`src/rtl/st7789_pkg.sv`:
```
// Shared types and constants for the ST7789 window scheduler: opcodes, DC encodings,
// FSM states, window record and the CASET/RASET/RAMWR byte table.
package st7789_pkg;

    localparam logic [7:0] CASET = 8'h2A;
    localparam logic [7:0] RASET = 8'h2B;
    localparam logic [7:0] RAMWR = 8'h2C;

    localparam logic DC_CMD  = 1'b0;
    localparam logic DC_DATA = 1'b1;

    typedef enum logic [2:0] {IDLE, CMD, PRD, PHI, PLO} state_t;

    typedef struct packed {
        logic [7:0] x0;
        logic [7:0] y0;
        logic [7:0] x1;
        logic [7:0] y1;
    } win_t;

    // Byte idx (0..10) of the address-window preamble, as {DC, byte}.
    function automatic logic [8:0] cmd_byte(input win_t w, input logic [3:0] idx,
                                            input logic [15:0] col_ofs,
                                            input logic [15:0] row_ofs);
        logic [15:0] xs, xe, ys, ye;
        xs = {8'h00, w.x0} + col_ofs;
        xe = {8'h00, w.x1} + col_ofs;
        ys = {8'h00, w.y0} + row_ofs;
        ye = {8'h00, w.y1} + row_ofs;
        case (idx)
            4'd0:    cmd_byte = {DC_CMD, CASET};
            4'd1:    cmd_byte = {DC_DATA, xs[15:8]};
            4'd2:    cmd_byte = {DC_DATA, xs[7:0]};
            4'd3:    cmd_byte = {DC_DATA, xe[15:8]};
            4'd4:    cmd_byte = {DC_DATA, xe[7:0]};
            4'd5:    cmd_byte = {DC_CMD, RASET};
            4'd6:    cmd_byte = {DC_DATA, ys[15:8]};
            4'd7:    cmd_byte = {DC_DATA, ys[7:0]};
            4'd8:    cmd_byte = {DC_DATA, ye[15:8]};
            4'd9:    cmd_byte = {DC_DATA, ye[7:0]};
            default: cmd_byte = {DC_CMD, RAMWR};
        endcase
    endfunction

endpackage

```
`src/rtl/st7789_win_sched_if.sv`:
```
// Bundle of request, vmem and SPI-byte signals around the window scheduler.
// master = drawing logic / memory / SPI side, slave = the scheduler.
interface st7789_win_sched_if;
    logic        w_req_valid;
    logic [7:0]  w_req_x0;
    logic [7:0]  w_req_y0;
    logic [7:0]  w_req_x1;
    logic [7:0]  w_req_y1;
    logic        w_req_ready;
    logic [15:0] w_raddr;
    logic [15:0] w_rdata;
    logic        w_spi_en;
    logic [8:0]  w_spi_data;
    logic        w_spi_busy;
    logic        w_active;
    logic        w_done;
    logic        w_drop;

    modport master (
        output w_req_valid, w_req_x0, w_req_y0, w_req_x1, w_req_y1, w_rdata, w_spi_busy,
        input  w_req_ready, w_raddr, w_spi_en, w_spi_data, w_active, w_done, w_drop
    );

    modport slave (
        input  w_req_valid, w_req_x0, w_req_y0, w_req_x1, w_req_y1, w_rdata, w_spi_busy,
        output w_req_ready, w_raddr, w_spi_en, w_spi_data, w_active, w_done, w_drop
    );
endinterface

```
`src/rtl/st7789_req_slot.sv`:
```
// One-entry pending window: clamps x1/y1, rejects empty windows, holds the request.
// ST7789_WIN_MERGE_EN: slot always accepts and grows into the bounding box of queued requests.
module st7789_req_slot
    import st7789_pkg::*;
#(
    parameter int H_RES = 240,
    parameter int V_RES = 240
) (
    input  logic       clk,
    input  logic       rst,
    input  logic       req_valid,
    input  logic [7:0] x0,
    input  logic [7:0] y0,
    input  logic [7:0] x1,
    input  logic [7:0] y1,
    input  logic       take,
    output logic       ready,
    output logic       full,
    output win_t       win,
    output logic       drop
);
    localparam logic [7:0] XMAX = 8'(H_RES - 1);
    localparam logic [7:0] YMAX = 8'(V_RES - 1);

    win_t cand;
    logic empty;

    always_comb begin
        cand.x0 = x0;
        cand.y0 = y0;
        cand.x1 = (x1 > XMAX) ? XMAX : x1;
        cand.y1 = (y1 > YMAX) ? YMAX : y1;
        empty   = (cand.x0 > cand.x1) || (cand.y0 > cand.y1);
    end

`ifdef ST7789_WIN_MERGE_EN
    function automatic win_t bbox(input win_t a, input win_t b);
        win_t r;
        r.x0 = (a.x0 < b.x0) ? a.x0 : b.x0;
        r.y0 = (a.y0 < b.y0) ? a.y0 : b.y0;
        r.x1 = (a.x1 > b.x1) ? a.x1 : b.x1;
        r.y1 = (a.y1 > b.y1) ? a.y1 : b.y1;
        return r;
    endfunction

    assign ready = 1'b1;

    // A same-cycle launch reads the old contents, so the newcomer refills rather than merges.
    always_ff @(posedge clk) begin
        if (rst) begin
            full <= 1'b0;
            drop <= 1'b0;
        end else begin
            drop <= req_valid && empty;
            if (req_valid && !empty) begin
                full <= 1'b1;
                win  <= (full && !take) ? bbox(win, cand) : cand;
            end else if (take) begin
                full <= 1'b0;
            end
        end
    end
`else
    assign ready = !full;

    always_ff @(posedge clk) begin
        if (rst) begin
            full <= 1'b0;
            drop <= 1'b0;
        end else begin
            drop <= req_valid && ready && empty;
            if (req_valid && ready && !empty) begin
                full <= 1'b1;
                win  <= cand;
            end else if (take) begin
                full <= 1'b0;
            end
        end
    end
`endif

endmodule

```
`src/rtl/st7789_win_sched.sv`:
```
// ST7789 window refresh scheduler: preamble, then vmem pixels as two SPI bytes each.
// Optional ST7789_WIN_MERGE_EN merges queued requests (see st7789_req_slot).
module st7789_win_sched
    import st7789_pkg::*;
#(
    parameter int          H_RES   = 240,
    parameter int          V_RES   = 240,
    parameter int          RD_LAT  = 2,
    parameter logic [15:0] COL_OFS = 16'd0,
    parameter logic [15:0] ROW_OFS = 16'd0
) (
    input  logic                 w_clk,
    input  logic                 w_rst,
    st7789_win_sched_if.slave    bus
);
    localparam int LW = $clog2(RD_LAT + 1) + 1;

    state_t         state;
    logic           spi_en;
    logic [8:0]     spi_data;
    logic [15:0]    raddr;
    logic           active;
    logic           done;
    win_t           cur;
    win_t           slot_win;
    logic [7:0]     x;
    logic [7:0]     y;
    logic [3:0]     cnt;
    logic [LW-1:0]  lat;
    logic [15:0]    pix;
    logic           slot_full;
    logic           slot_ready;
    logic           slot_drop;
    logic           take;
    logic           can_send;

    assign take     = (state == IDLE) && slot_full;
    // Never strobe back-to-back: the sender may not have raised busy yet.
    assign can_send = !bus.w_spi_busy && !spi_en;

    st7789_req_slot #(.H_RES(H_RES), .V_RES(V_RES)) u_slot (
        .clk       (w_clk),
        .rst       (w_rst),
        .req_valid (bus.w_req_valid),
        .x0        (bus.w_req_x0),
        .y0        (bus.w_req_y0),
        .x1        (bus.w_req_x1),
        .y1        (bus.w_req_y1),
        .take      (take),
        .ready     (slot_ready),
        .full      (slot_full),
        .win       (slot_win),
        .drop      (slot_drop)
    );

    always_ff @(posedge w_clk) begin
        spi_en <= 1'b0;
        done   <= 1'b0;
        if (w_rst) begin
            state    <= IDLE;
            spi_data <= '0;
            raddr    <= '0;
            active   <= 1'b0;
            cnt      <= '0;
        end else begin
            case (state)
                IDLE: begin
                    active <= slot_full;
                    if (slot_full) begin
                        cur   <= slot_win;
                        x     <= slot_win.x0;
                        y     <= slot_win.y0;
                        cnt   <= '0;
                        state <= CMD;
                    end
                end
                CMD: if (can_send) begin
                    spi_en   <= 1'b1;
                    spi_data <= cmd_byte(cur, cnt, COL_OFS, ROW_OFS);
                    if (cnt == 4'd10) begin
                        raddr <= {y, x};
                        lat   <= '0;
                        state <= PRD;
                    end else begin
                        cnt <= cnt + 4'd1;
                    end
                end
                PRD: begin
                    if (lat == LW'(RD_LAT)) begin
                        pix   <= bus.w_rdata;
                        state <= PHI;
                    end else begin
                        lat <= lat + 1'b1;
                    end
                end
                PHI: if (can_send) begin
                    spi_en   <= 1'b1;
                    spi_data <= {DC_DATA, pix[15:8]};
                    state    <= PLO;
                end
                PLO: if (can_send) begin
                    spi_en   <= 1'b1;
                    spi_data <= {DC_DATA, pix[7:0]};
                    lat      <= '0;
                    if (x == cur.x1) begin
                        if (y == cur.y1) begin
                            done  <= 1'b1;
                            state <= IDLE;
                        end else begin
                            x     <= cur.x0;
                            y     <= y + 8'd1;
                            raddr <= {y + 8'd1, cur.x0};
                            state <= PRD;
                        end
                    end else begin
                        x     <= x + 8'd1;
                        raddr <= {y, x + 8'd1};
                        state <= PRD;
                    end
                end
                default: state <= IDLE;
            endcase
        end
    end

    assign bus.w_req_ready = slot_ready;
    assign bus.w_raddr     = raddr;
    assign bus.w_spi_en    = spi_en;
    assign bus.w_spi_data  = spi_data;
    assign bus.w_active    = active;
    assign bus.w_done      = done;
    assign bus.w_drop      = slot_drop;

endmodule

```
`src/flat_wrapper.sv`:
```
// flat-port wrapper written by rule: the top's interface ports become plain ports
module st7789_win_sched_flat import st7789_pkg::*;
#(
    parameter int          H_RES   = 240,
    parameter int          V_RES   = 240,
    parameter int          RD_LAT  = 2,
    parameter logic [15:0] COL_OFS = 16'd0,
    parameter logic [15:0] ROW_OFS = 16'd0
)
  (w_clk, w_rst, bus_w_req_valid, bus_w_req_x0, bus_w_req_y0, bus_w_req_x1, bus_w_req_y1, bus_w_rdata, bus_w_spi_busy, bus_w_req_ready, bus_w_raddr, bus_w_spi_en, bus_w_spi_data, bus_w_active, bus_w_done, bus_w_drop);
  st7789_win_sched_if bus_i ();
  input  logic w_clk;
  input  logic w_rst;
  input wire logic [$bits(bus_i.w_req_valid)-1:0] bus_w_req_valid;
  input wire logic [$bits(bus_i.w_req_x0)-1:0] bus_w_req_x0;
  input wire logic [$bits(bus_i.w_req_y0)-1:0] bus_w_req_y0;
  input wire logic [$bits(bus_i.w_req_x1)-1:0] bus_w_req_x1;
  input wire logic [$bits(bus_i.w_req_y1)-1:0] bus_w_req_y1;
  input wire logic [$bits(bus_i.w_rdata)-1:0] bus_w_rdata;
  input wire logic [$bits(bus_i.w_spi_busy)-1:0] bus_w_spi_busy;
  output wire logic [$bits(bus_i.w_req_ready)-1:0] bus_w_req_ready;
  output wire logic [$bits(bus_i.w_raddr)-1:0] bus_w_raddr;
  output wire logic [$bits(bus_i.w_spi_en)-1:0] bus_w_spi_en;
  output wire logic [$bits(bus_i.w_spi_data)-1:0] bus_w_spi_data;
  output wire logic [$bits(bus_i.w_active)-1:0] bus_w_active;
  output wire logic [$bits(bus_i.w_done)-1:0] bus_w_done;
  output wire logic [$bits(bus_i.w_drop)-1:0] bus_w_drop;
  assign bus_i.w_req_valid = bus_w_req_valid;
  assign bus_i.w_req_x0 = bus_w_req_x0;
  assign bus_i.w_req_y0 = bus_w_req_y0;
  assign bus_i.w_req_x1 = bus_w_req_x1;
  assign bus_i.w_req_y1 = bus_w_req_y1;
  assign bus_i.w_rdata = bus_w_rdata;
  assign bus_i.w_spi_busy = bus_w_spi_busy;
  assign bus_w_req_ready = bus_i.w_req_ready;
  assign bus_w_raddr = bus_i.w_raddr;
  assign bus_w_spi_en = bus_i.w_spi_en;
  assign bus_w_spi_data = bus_i.w_spi_data;
  assign bus_w_active = bus_i.w_active;
  assign bus_w_done = bus_i.w_done;
  assign bus_w_drop = bus_i.w_drop;
  st7789_win_sched #(.H_RES(H_RES), .V_RES(V_RES), .RD_LAT(RD_LAT), .COL_OFS(COL_OFS), .ROW_OFS(ROW_OFS)) u_core (.w_clk(w_clk), .w_rst(w_rst), .bus(bus_i));
endmodule
```
`config.mk`:
```
export PLATFORM = sky130hd
export DESIGN_NAME = st7789_win_sched_flat
export DESIGN_NICKNAME = d
export VERILOG_FILES = /design/src/rtl/st7789_pkg.sv /design/src/rtl/st7789_win_sched_if.sv /design/src/rtl/st7789_req_slot.sv /design/src/rtl/st7789_win_sched.sv /design/src/flat_wrapper.sv
export SDC_FILE = /design/constraint.sdc
export NUM_CORES = 1
export LEC_CHECK = 0
export BUFFER_PORTS_ARGS = -buffer_cell sky130_fd_sc_hd__buf_2
export CAP_MARGIN = 20
export CORE_ASPECT_RATIO = 0.8
export CORE_MARGIN = 2
export CORE_UTILIZATION = 35
export DETAILED_ROUTE_END_ITERATION = 10
export GPL_TIMING_DRIVEN = 0
export HOLD_SLACK_MARGIN = 0.12
export PLACE_DENSITY = 0.56
export SYNTH_ARGS = -nofsm -noshare
export SYNTH_HDL_FRONTEND = slang
export SYNTH_SLANG_ARGS = --single-unit
```
`constraint.sdc`:
```
create_clock -name w_clk -period 7.68 [get_ports w_clk]
set_input_delay 1.536 -clock w_clk [delete_from_list [all_inputs] [get_ports w_clk]]
set_output_delay 1.536 -clock w_clk [all_outputs]
set_load 0.02 [all_outputs]
```
# Word-level counts from Yosys, hierarchy flattened

Index checks and enable logic that the tools add are counted.

Add/sub/neg operators: 4
Order comparisons: 4
Equality and inequality tests: 28
Mux-type cells: 45
Bitwise gates (word level): 5
Reductions and logical operators: 32

Operators with widths:

| cell                  | count |
|---|---|
| $mux W16              | 5 |
| $mux W8               | 10 |
| $pmux W9 S7           | 1 |
| $pmux W16 S2          | 1 |
| $pmux W8 S2           | 2 |
| $mux W3               | 10 |
| $mux W9               | 3 |
| $pmux W9 S3           | 1 |
| $reduce_and A6 Y1     | 3 |
| $add A8 B1 Y8 const B | 2 |
| $eq A4 B3 Y1 const B  | 4 |
| $eq A8 B8 Y1          | 2 |
| $gt A8 B8 Y1          | 2 |
| $gt A8 B8 Y1 const B  | 2 |
| $pmux W3 S5           | 1 |
| $eq A4 B4 Y1 const B  | 3 |
| $mux W4               | 3 |
| $ne A2 B1 Y1 const B  | 6 |
| $reduce_and A5 Y1     | 2 |
| $eq A3 B2 Y1 const B  | 3 |
| $pmux W3 S3           | 1 |
| $eq A4 B2 Y1 const B  | 2 |
| $ne A2 B2 Y1 const B  | 4 |
| $pmux W4 S2           | 1 |
| 22 further kinds      | 44 |

Register bits after elaboration: 136
Word-level logic and storage cells: 139

# Longest topological paths before layout

Depth after elaboration: 7
Gate-level depth with buffers: 10
Gate-level depth less buffers: 10

# By module

A second synthesis with hierarchy kept.

Cell total of the unflattened synthesis: 608
Area total of the unflattened synthesis: 6,827.8 sq um

By module, submodules not included:

| module           | instances | cells each | area each (sq um) | sequential area each (sq um) |
|---|---|---|---|---|
| st7789_win_sched | 1         | 491        | 5,258.8           | 2,712.6 |
| st7789_req_slot  | 1         | 117        | 1,569.0           | 1,001.0 |

# Worst setup path after synthesis

No wires, ideal clock.

Path kind: in2reg
Start point: input bus_w_req_y1[7]
End point: register u_core.u_slot.win[0] (netlist name), enable pin
Arrival: 6.124 ns
Data required time: 7.167 ns
Path slack: 1.043 ns
Stages: 10
Path buffers: 0
Cells stage by stage: inv_1 > nor3_1 > nor2_1 > ha_1 > nor2b_1 > o211ai_1 > a21oi_1 > o21ai_0 > nand2_1 > nor4b_1

Longest elaborated chain between the ends: 7

RTL lines:

| element                         | line                  | RTL |
|---|---|---|
| start, declared                 | flat_wrapper.sv:18    | `input wire logic [$bits(bus_i.w_req_y1)-1:0] bus_w_req_y1;` |
| $gt A8 B8 Y1                    | st7789_req_slot.sv:32 | `cand.y1 = (y1 > YMAX) ? YMAX : y1;` |
| $mux W8 (*)                     | st7789_req_slot.sv:32 |  |
| $gt A8 B8 Y1 (*)                | st7789_req_slot.sv:33 | `empty = (cand.x0 > cand.x1) \|\| (cand.y0 > cand.y1);` |
| $logic_or A1 B1 Y1 (*)          | st7789_req_slot.sv:33 |  |
| $logic_not A1 Y1 (*)            | st7789_req_slot.sv:72 | `if (req_valid && ready && !empty) begin` |
| $logic_and A1 B1 Y1 (*)         | st7789_req_slot.sv:72 |  |
| $reduce_and A2 Y1 (no line) (*) | -                     |  |
| end signal, assigned            | st7789_req_slot.sv:74 | `win <= cand;` |
| end, declared                   | st7789_req_slot.sv:19 | `output win_t win,` |

Every way passes the cells marked *; elsewhere a longest branch is shown, timed or not.
A chain may end at the register's enable or synchronous reset.

# Final worst setup path

Start point: input bus_w_req_x1[6]
End point: register u_core.u_slot.win[30] (netlist name), enable pin

Longest elaborated chain between the ends: 7

RTL lines:

| element                         | line                  | RTL |
|---|---|---|
| start, declared                 | flat_wrapper.sv:17    | `input wire logic [$bits(bus_i.w_req_x1)-1:0] bus_w_req_x1;` |
| $gt A8 B8 Y1                    | st7789_req_slot.sv:31 | `cand.x1 = (x1 > XMAX) ? XMAX : x1;` |
| $mux W8 (*)                     | st7789_req_slot.sv:31 |  |
| $gt A8 B8 Y1 (*)                | st7789_req_slot.sv:33 |  |
| $logic_or A1 B1 Y1 (*)          | st7789_req_slot.sv:33 |  |
| $logic_not A1 Y1 (*)            | st7789_req_slot.sv:72 |  |
| $logic_and A1 B1 Y1 (*)         | st7789_req_slot.sv:72 |  |
| $reduce_and A2 Y1 (no line) (*) | -                     |  |

Marked as above.

==> results.cfg <==
[outcome]
run_status = finished clean

[timing]
tns_ns = 0
fmax_mhz = 228
fin_skew_ns = 0.0103
worst-slew-pin-transition_ns = 0.934
maxSlewHeadroom = 0.377
period_share = 0.571
rsz0062_at_grt = false
finalSetupViolations = 0
period_minus_slack_ns = 4.39
hold_violations = 0
slew_viol_final = 0

[floorplan]
initial_utilization = 0.357
row_count = 44
die_x_um = 156
die_h_um = 126
core_um2 = 18100
io_pins = 82
dieArea_um2 = 19600

[synthesis]
seq_area_frac_synth = 0.574
synth_warnings = 0
synth-async-reset-ratio = 0
synth_nets = 641
syn_avg_cell_area_um2 = 11.4
synth_seq_cells = 136
synth_edf_count = 99
synth_ff_type = edfxtp_1
synthCells = 565
syn-cell-area_um2 = 6470
yosysUniqueCellTypes = 60

[global_route]
grt.total_usage = 0.186
busiest_layer = met1
grt_use_met3 = 0.0378
grt_max_degree = 33
met1_usage = 0.293
grt_pass1_wl_um = 27300
grt_overflow = 0
use_met2 = 0.251
grt_pass1_vias = 4670
antenna_found_initial = 0

[place]
placed_area_um2 = 7220
place_hpwl_um = 13300
portBuffers = 81
placed_cells = 881
gp_congestion = 0.864

[finish]
final_area_um2 = 7840
fin_cells = 913
drive_gt1_frac = 0.218
areaGrowthSynthToFinish_pct = 21.2
nets = 746
diodes = 0

[route]
via_count = 4789
wl_per_cell_um = 19.0
antenna_violating_nets_post_route = 0
vias_per_cell = 5.25
drc = 0
drt_pass1_iterations = 8
totalWireLength_um = 17300
drt-initial-drc-count = 448

[flow_run]
cap_violations = 0

[critical_path]
critPathCaptureType = register
slowest_delay_ns = 0.63
slowest_stage = nor4b_2
path_max_fanout = 10
worstPathCellList = buf_2 > inv_1 > nor3_1 > nor2_1 > ha_1 > nor2b_1 > o211ai_1 > a21oi_1 > o22ai_1 > nand2_1 > nor4b_2 > buf_4 > buf_4 > buf_4
crit_arrival_ns = 4.51
start_kind = primary input
cp.required_ns = 7.80
crit_top_cell = buf_4
path_class = in -> reg

[clock_network]
clockBufferDepth = 2
clock-sinks = 136
cts_tree = built
clockRootBuffer = clkbuf_16
htree_levels = 4
clk_latency_ns = 0.42
hold_buffers = 0
cts_made_buffers = 17
cts_setup_buffers = 0
cts.clk_slew.worst_paths_ns = 0.06
post_cts_resized = 0

[worst_hold_path]
hold_path.class = reg -> reg

[power]
p_leak_nw = 2.99
vdd.ir_drop.worst_mv = 0.124
p_per_area_nw_per_um2 = 232
design_power_total_mw = 1.82
[placed cells by master (no fill, tap or decap), types with 13 or more instances in the layout]
master,netlist,layout
nor2_1,44,43
dfxtp_1,37,37
xnor2_1,23,23
nand2b_1,13,13
o21ai_0,19,19
edfxtp_1,99,99
inv_1,22,22
a21oi_1,27,27
ha_1,24,24
clkbuf_16,0,17
buf_2,11,92
nand2_1,43,43
a211oi_1,14,14
clkbuf_1,21,21
[Yosys cell counts (12+ instances only)]
master | count | area (um2)
nand2b_1 | 13 | 81.3
clkbuf_1 | 21 | 78.8
a21oi_1 | 27 | 135
dfxtp_1 | 37 | 741
nor2_1 | 44 | 165
nor3_1 | 13 | 65.1
a22oi_1 | 12 | 90.1
inv_1 | 22 | 82.6
o21ai_0 | 19 | 95.1
edfxtp_1 | 99 | 2970
nand2_1 | 43 | 161
a211oi_1 | 14 | 105
xnor2_1 | 23 | 201
ha_1 | 24 | 300
[state kept, by name, summed over array words and instances (netlist names), 3 cells and up]
signal	cells
u_core.state	3
u_core.lat	3
u_core.u_slot.win	32
u_core.bus.w_raddr	16
u_core.x	8
u_core.y	8
u_core.cnt	4
u_core.pix	16
u_core.cur	32
u_core.bus.w_spi_data	9
[where the power goes]
| group | internal (mW) | switching [mW] | total, mW |
|---|---|---|---|
| Combinational | 0.0569 | 0.0862 | 0.143 |
| Clock | 0.519 | 0.330 | 0.848 |
| Sequential | 0.810 | 0.0187 | 0.829 |
[cell families after synthesis]
family,synth area share
fa+ha+maj,0.0464
mux,0.0141
xor+xnor,0.0561
simple gates,0.136
compound gates,0.133
flops,0.574
buf+inv,0.0404
[area by class of cell]
| cell class | instances | area (um2) |
|---|---|---|
| Fill cell | 1701 | 10300 |
| Clock inverter | 15 | 191 |
| Buffer | 37 | 179 |
| Sequential cell | 136 | 3710 |
| Inverter | 22 | 82.6 |
| Multi-Input combinational cell | 370 | 2510 |
| Timing Repair Buffer | 86 | 447 |
| Clock buffer | 17 | 425 |
| Tap cell | 230 | 288 |
[layer usage]
metal | vias up | share of wire
met2 | 145 | 0.42
met4 | 0 | 0.010
met1 | 2319 | 0.52
met5 | - | 0
met3 | 14 | 0.050
li1 | 2311 | -
[critical path, delay by kind of cell]
| kind | cells | cell delay [ns] |
|---|---|---|
| simple gates | 5 | 1.29 |
| buf+inv | 5 | 0.88 |
| compound gates | 3 | 0.50 |
| fa+ha+maj | 1 | 0.30 |
[final timing paths]
kind                    startpoint               endpoint  slack (ns)  cells after the start
min reg2reg  u_core.u_slot.win[11]         u_core.cur[11]        0.42                      0
min          u_core.u_slot.win[11]         u_core.cur[11]        0.42                      0
max                bus_w_req_x1[6]  u_core.u_slot.win[30]        3.29                     14
max reg2reg            u_core.x[5]            u_core.y[5]        4.81                      6
[through the flow]
stage | hold slack (ns) | utilization | setup WS [ns]
after floorplan | 0.400 | - | 1.04
after global placement | 0.406 | 0.395 | -0.515
after detailed placement | 0.405 | 0.399 | 2.79
after CTS | 0.419 | 0.433 | 3.22
after global routing | 0.426 | 0.433 | 3.01
final | 0.418 | 0.433 | 3.29
Power figures use the tool's default switching activity.
